**src/rtl/serial_link_arbiter.sv**
```systemverilog
// serial_link_arbiter: round-robin arbiter that serializes the granted word as a start pulse, then ID bits, then data bits, each LSB first
// Ports: clk, rst (sync, active-high); req_valid/req_data in from NUM_REQ requesters;
//        req_ready one-hot accept strobe; serial_out/start/grant_id registered frame outputs; busy while a frame is in flight
module serial_link_arbiter #(
  parameter int WIDTH   = 8,
  parameter int NUM_REQ = 4
) (
  input  logic                       clk,
  input  logic                       rst,
  input  logic [NUM_REQ-1:0]         req_valid,
  input  logic [NUM_REQ*WIDTH-1:0]   req_data,
  output logic [NUM_REQ-1:0]         req_ready,
  output logic                       serial_out,
  output logic                       start,
  output logic [$clog2(NUM_REQ)-1:0] grant_id,
  output logic                       busy
);
  localparam int IDW = $clog2(NUM_REQ);
  localparam int CW  = $clog2(WIDTH + IDW + 1);
  typedef enum logic [1:0] {IDLE, START_PULSE, SEND_ID, SEND_DATA} state_t;
  state_t r_state, w_next;
  logic [IDW-1:0] r_ptr, r_gid, w_sel, w_idx, w_idsh;
  logic [WIDTH-1:0] r_shadow, w_dsh;
  logic [CW-1:0] r_cnt, w_nxt;
  logic r_ser, r_start, w_found, w_hs, w_last_id, w_last_d;
  // Scan offsets high to low so the nearest valid requester at or after r_ptr wins.
  always_comb begin
    w_found = 1'b0;
    w_sel = '0;
    w_idx = '0;
    for (int k = NUM_REQ - 1; k >= 0; k--) begin
      w_idx = r_ptr + IDW'(k);
      if (req_valid[w_idx]) begin
        w_found = 1'b1;
        w_sel = w_idx;
      end
    end
  end
  assign w_hs      = r_state == IDLE && w_found;
  assign w_nxt     = r_cnt + CW'(1);
  assign w_idsh    = r_gid >> w_nxt;
  assign w_dsh     = r_shadow >> w_nxt;
  assign w_last_id = r_cnt == CW'(IDW - 1);
  assign w_last_d  = r_cnt == CW'(WIDTH - 1);
  always_ff @(posedge clk)
    r_state <= rst ? IDLE : w_next;
  always_comb begin
    w_next = IDLE;
    case (r_state)
      IDLE:        w_next = w_hs ? START_PULSE : IDLE;
      START_PULSE: w_next = SEND_ID;
      SEND_ID:     w_next = w_last_id ? SEND_DATA : SEND_ID;
      SEND_DATA:   w_next = w_last_d ? IDLE : SEND_DATA;
      default:     w_next = IDLE;
    endcase
  end
  always_comb begin
    req_ready = (!rst && w_hs) ? (NUM_REQ'(1) << w_sel) : '0;
    busy      = !rst && r_state != IDLE;
  end
  // Each cycle loads the bit that the next cycle presents on serial_out.
  always_ff @(posedge clk) begin
    if (rst) begin
      r_ptr    <= '0;
      r_gid    <= '0;
      r_shadow <= '0;
      r_ser    <= 1'b0;
      r_start  <= 1'b0;
      r_cnt    <= '0;
    end else begin
      case (r_state)
        IDLE: begin
          r_ser <= 1'b0;
          if (w_hs) begin
            r_shadow <= req_data[w_sel*WIDTH +: WIDTH];
            r_gid    <= w_sel;
            r_ptr    <= w_sel + IDW'(1);
            r_start  <= 1'b1;
          end
        end
        START_PULSE: begin
          r_start <= 1'b0;
          r_ser   <= r_gid[0];
          r_cnt   <= '0;
        end
        SEND_ID: begin
          r_ser <= w_last_id ? r_shadow[0] : w_idsh[0];
          r_cnt <= w_last_id ? '0 : w_nxt;
        end
        SEND_DATA: begin
          r_ser <= w_last_d ? 1'b0 : w_dsh[0];
          r_cnt <= w_last_d ? '0 : w_nxt;
        end
        default: begin
          r_start <= 1'b0;
          r_ser   <= 1'b0;
        end
      endcase
    end
  end
  assign serial_out = r_ser;
  assign start      = r_start;
  assign grant_id   = r_gid;
endmodule

```
**config.mk**
```make
export PLATFORM = sky130hd
export DESIGN_NAME = serial_link_arbiter
export DESIGN_NICKNAME = d
export VERILOG_FILES = /design/src/rtl/serial_link_arbiter.sv
export SDC_FILE = /design/constraint.sdc
export NUM_CORES = 1
export LEC_CHECK = 0
export BUFFER_PORTS_ARGS = -buffer_cell sky130_fd_sc_hd__buf_2
export CORE_MARGIN = 2
export CORE_UTILIZATION = 50
export DETAILED_ROUTE_END_ITERATION = 7
export PLACE_DENSITY = 0.8
export SLEW_MARGIN = 20
export SYNTH_ARGS = -nofsm -noshare
export SYNTH_HDL_FRONTEND = slang
export SYNTH_SLANG_ARGS = --single-unit
```
**constraint.sdc**
```tcl
create_clock -name clk -period 2.6 [get_ports clk]
set_input_delay 0.13 -clock clk [delete_from_list [all_inputs] [get_ports clk]]
set_output_delay 0.13 -clock clk [all_outputs]
set_load 0.01 [all_outputs]
```
# --- After elaboration in Yosys (flattened, before gate mapping) ---
# Cells that the tools add are included.
word_totals:
  latchBits: 0
  in_bits: 38
  register_bits: 20
  ramBits: 0
  output_inout_bits: 9
  n_memories: 0
  romBits: 0
  elab_cells: 65
op_classes:
  n_bitwise: 0
  n_mul: 0
  muxes: 29
  n_lt_le_gt_ge: 4
  add_sub_neg: 5
  n_eq_ne: 6
  shifts: 4
  reduce_logical: 10
  n_div: 0
ops:
  columns: ["operator", "count"]
  rows:
  - ["$shiftx A32 B6 Y8", 1]
  - ["$mux W1", 13]
  - ["$lt A2 B3 Y1 const B", 4]
  - ["$mux W4", 3]
  - ["$pmux W4 S3", 1]
  - ["$mux W2", 5]
  - ["$bmux W1 S2", 4]
  - ["$pmux W2 S4", 1]
  - ["$shr A8 B4 Y1", 1]
  - ["$add A2 B1 Y2 const B", 2]
  - ["$add A2 B2 Y2 const B", 2]
  - ["$add A4 B1 Y4 const B", 1]
  - ["$eq A2 B2 Y1 const B", 2]
  - ["$eq A4 B1 Y1 const B", 1]
  - ["$eq A4 B3 Y1 const B", 1]
  - ["$pmux W1 S4", 1]
  - ["$reduce_and A2 Y1", 2]
  - ["$reduce_bool A2 Y1", 2]
  - ["$shl A1 B2 Y4 const A", 1]
  - ["$shr A2 B4 Y1", 1]
  - ["$logic_and A1 B1 Y1", 3]
  - ["$reduce_bool A3 Y1", 1]
  - ["$eq A2 B1 Y1 const B", 1]
  - ["$logic_not A2 Y1", 1]
  - ["other kinds (3)", 3]

# --- Logic depth before layout (Yosys ltp) ---
depth:
  word_depth: 10
  ltp_mapped: 8
  mapped_depth_nobuf: 7

# --- Least setup slack after synthesis ---
# Ideal clock, no wire load.
synth_path:
  path_type: "reg2reg"
  from: "register r_cnt[0]"
  to: "register r_ser (netlist: serial_out)"
  synth_period_minus_slack_ns: 1.790
  slack_ns: 0.810
  setup_ns: 0.125
  n_path_buf: 0
  t_arrival_ns: 1.664
  required_time_ns: 2.475
  stages_incl_launch_ff: 7
  cell_sequence: "dfxtp_1 -> ha_1 -> xnor2_2 -> mux4_2 -> mux2i_1 -> or3_1 -> a31oi_1"
synth_between:
  elab_chain_len: 4
synth_lines:
  columns: ["element", "line", "text"]
  rows:
  - ["from (decl)", "24", "logic [CW-1:0] r_cnt, w_nxt;"]
  - ["from (signal assigned)", "88", "r_cnt <= w_last_id ? '0 : w_nxt;"]
  - ["from (signal assigned)", "92", "r_cnt <= w_last_d ? '0 : w_nxt;"]
  - ["$add A4 B1 Y4", "40", "assign w_nxt = r_cnt + CW'(1);"]
  - ["$shr A8 B4 Y1 / $shr A2 B4 Y1 (equally long branches)", "42, 41", null]
  - ["$mux W1 (on tied branches)", "91, 87", null]
  - ["$pmux W1 S4 *", "71", "case (r_state)"]
  - ["to (signal assigned)", "83", "r_ser <= r_gid[0];"]
  - ["to (signal assigned)", "87", "r_ser <= w_last_id ? r_shadow[0] : w_idsh[0];"]
  - ["to (signal assigned)", "91", "r_ser <= w_last_d ? 1'b0 : w_dsh[0];"]
  - ["to (decl)", "25", "logic r_ser, r_start, w_found, w_hs, w_last_id, w_last_d;"]
# Mark *: on every way between the ends. The rest lies on a longest branch, timed or not.
# A chain may end at the register's enable or synchronous reset.

# --- Worst setup path in the final report ---
layout_path:
  from: "register r_ptr[0]"
  to: "output port req_ready[3]"
layout_rtl:
  columns: ["element", "line", "text"]
  rows:
  - ["from (decl)", "22", "logic [IDW-1:0] r_ptr, r_gid, w_sel, w_idx, w_idsh;"]
  - ["from (signal assigned)", "77", "r_ptr <= w_sel + IDW'(1);"]
  - ["$add A2 B2 Y2", "32", "w_idx = r_ptr + IDW'(k);"]
  - ["$bmux W1 S2", "33", "if (req_valid[w_idx]) begin"]
  - ["$mux W1 (implied by the code)", "33", null]
  - ["$mux W2 (3 in series)", "33", null]
  - ["$mux W2 *", "33", null]
  - ["net w_sel[0]", "22", null]
  - ["$shl A1 B2 Y4 *", "58", "req_ready = (!rst && w_hs) ? (NUM_REQ'(1) << w_sel) : '0;"]
  - ["$mux W4 *", "58", null]
  - ["to (decl)", "12", "output logic [NUM_REQ-1:0] req_ready,"]
# Mark *: on every way through the listed nets, which the timed path passes. The rest lies on a longest branch. The select of a mux whose other input is x is not followed.

==> out/metrics.csv <==
stage;metric;value;unit
floorplanning;die_w;55.7;um
worst_setup_path;cp-end-kind;output pin;
synthesis;synth.cell_area;1340;um2
clock_network;numCtsBuffers;3;
synthesis;synthFlopType;dfxtp_1;
power_and_ir_drop;leakage;0.784;nW
synthesis;avgSynthCellArea;8.87;um2
cells_and_area;utilization;0.646;
power_and_ir_drop;ir_drop;0.576;mV
detailed_routing;num_vias;1264;
worst_setup_path;path_cells;nand2b_1 -> a21oi_1 -> a211o_1 -> buf_4 -> inv_1 -> ha_1 -> and2_1 -> buf_2;
worst_setup_path;cp-start-kind;register;
detailed_routing;wl;2950;um
detailed_routing;dr.pass1.iters;4;
clock_network;ctsRootBufferMaster;clkbuf_4;
clock_network;cts.repair.resized;0;
sta;rsz0062_at_grt;false;
placed_design;io_buffers;46;
clock_network;clk_latency;0.32;ns
clock_network;clk_pin_slew_worst_paths;0.12;ns
global_routing;grt_overflow;0;
floorplanning;die-area;3110;um2
floorplanning;rows;18;
power_and_ir_drop;finalPower;983;uW
sta;slew_headroom;0.730;
floorplanning;io_pins;47;
sta;clock.fmax;481;MHz
sta;slew_viol_final;0;
synthesis;synthTopCellsByArea;dfxtp_1 30%, mux2i_1 14%, ha_1 5.6%;
cells_and_area;drive_above_1_share;0.290;
cells_and_area;fin_nets;238;
floorplanning;fp.dieH;55.7;um
cells_and_area;final_cell_mix;46 x buf_2, 20 x dfxtp_1, 19 x mux2i_1;
floorplanning;start_util;0.536;
worst_setup_path;required;2.47;ns
detailed_routing;drc;0;
floorplanning;core;2500;um2
sta;fin_skew;0.00643;ns
global_routing;grt_pass1_wl;4670;um
cells_and_area;diodes;0;
placed_design;place_congestion;0.863;
detailed_routing;wl_per_cell;13.2;um
synthesis;synth_edf_count;0;
sta;period_share;0.800;
synthesis;synthesis.instances;151;
detailed_routing;drt.antenna.violating_nets;0;
global_routing;antenna_found_initial;0;
sta;timing.setup.tns;0;ns
worst_setup_path;slowest_stage;dfxtp_1;
global_routing;grt_pass1_vias;1101;
worst_setup_path;critPathMaxFanout;19;
flow_run;drv_cap;0;
placed_design;pre_cts_ws;0.648;ns
cells_and_area;fillCellCount;217;
synthesis;syn-num-nets;195;
cells_and_area;area_growth_syn_to_layout;20.6;%
clock_network;cts_sinks;20;
cells_and_area;final_common_cell;buf_2;
detailed_routing;drt-vias-per-instance;5.67;
sta;min_period;2.08;ns
min_path;hold_path_class;input port to register;
synthesis;yosysTopAreaCellShare;0.299;
clock_network;clock_path_buffers;2;
worst_setup_path;critPathArrivalTime;1.95;ns
clock_network;cts_tree;built;
worst_setup_path;critPathMaxStageDelay;0.35;ns
synthesis;synth_cell_type_count;37;
clock_network;cts_hold_buf;0;
sta;tightest_slew;0.401;ns
clock_network;htreeDepth;1;
detailed_routing;drtIter0Drc;31;
worst_setup_path;critPathKind;register to output pin;
sta;fin_ws;0.519;ns
synthesis;async_reset_ff_frac;0;
run_status;status;completed;
power_and_ir_drop;pwr_density_cell;609;nW/um2
sta;setup-violations-final;0;
worst_setup_path;ff2ff_setup_slack;0.58;ns
global_routing;grt_usage;0.186;
global_routing;grt_max_degree;21;
synthesis;yosys_warnings;0;
synthesis;ys_ff_latch;20;
clock_network;postCtsSetupBuffers;0;
synthesis;synth_top_area_cell;dfxtp_1;
sta;hold_violations;0;
synthesis;ys_seq_area_frac;0.299;
placed_design;dpl.hpwl;2210;um
## where the power goes
part	internal (mW)	total [mW]	switching (mW)
combinational	0.164	0.326	0.162
clock	0.156	0.261	0.105
sequential	0.354	0.397	0.0432
## final timing paths
check	startpoint	end	depth (start not counted)
min reg2reg	start$_SDFFE_PP0P_	start$_SDFFE_PP0P_	2
min	req_data[26]	r_shadow[2]$_SDFFE_PP0P_	3
max	r_ptr[0]$_SDFFE_PP0P_	req_ready[3]	8
max reg2reg	r_cnt[0]$_SDFFE_PP0P_	serial_out$_SDFF_PP0_	6
## critical path, delay by kind of cell (launching register included)
family / cells / cell delay [ns]
and+or+nand+nor: 2 / 0.29
buffers and inverters: 3 / 0.53
adders and majority gates: 1 / 0.18
AOI/OAI and AO/OA: 2 / 0.28
DFF: 1 / 0.35
## cell families after synthesis
logic type	after synthesis	share of synthesized area
mux	21	0.179
fa+ha+maj	6	0.0561
compound gates	31	0.166
flops	20	0.299
xor+xnor	2	0.0187
buf+inv	17	0.0645
simple gates	54	0.217
## registers in the layout, summed over array words and instances (netlist names)
signal / cells
grant_id: 2
r_state: 2
r_cnt: 4
serial_out: 1
start: 1
r_shadow: 8
r_ptr: 2
## layout make-up
class / count / area [um2] / area share
clock buffer: 3 / 22.5 / 0.0140
clock inverter: 1 / 30.0 / 0.0186
inverter: 7 / 26.3 / 0.0163
multi-input combinational: 114 / 852 / 0.528
sequential: 20 / 400 / 0.248
tap: 30 / 37.5 / 0.0233
timing repair buffer: 48 / 245 / 0.152
## cell usage after synthesis, types with 3 or more instances
library cell / instances
o21ai_0: 5
nand2b_1: 4
and2_1: 5
o221ai_1: 8
a21oi_1: 6
dfxtp_1: 20
nor2_1: 14
nor3_1: 3
nor2b_1: 3
mux2i_1: 19
nand2_1: 8
nand3b_1: 8
inv_1: 7
buf_2: 6
ha_1: 6
## stage by stage
| stage | hold WS (ns) | instances | cell area (um2) |
|---|---|---|---|
| after floorplan | 0.330 | 151 | 1340 |
| after global routing | 0.119 | 223 | 1610 |
| final | 0.106 | 223 | 1610 |
| after global placement | 0.426 | 219 | 1560 |
| after detailed placement | 0.434 | 219 | 1560 |
| after CTS | 0.103 | 223 | 1610 |
## routing by layer
metal	vias up	global-route usage	wire [um]
li1	638	-	-
met1	574	0.206	1240
met2	46	0.342	1470
met3	6	0.0465	200
met4	0	0.0627	42
met5	-	0	0
Note: power is estimated with default switching activity, not from simulation.
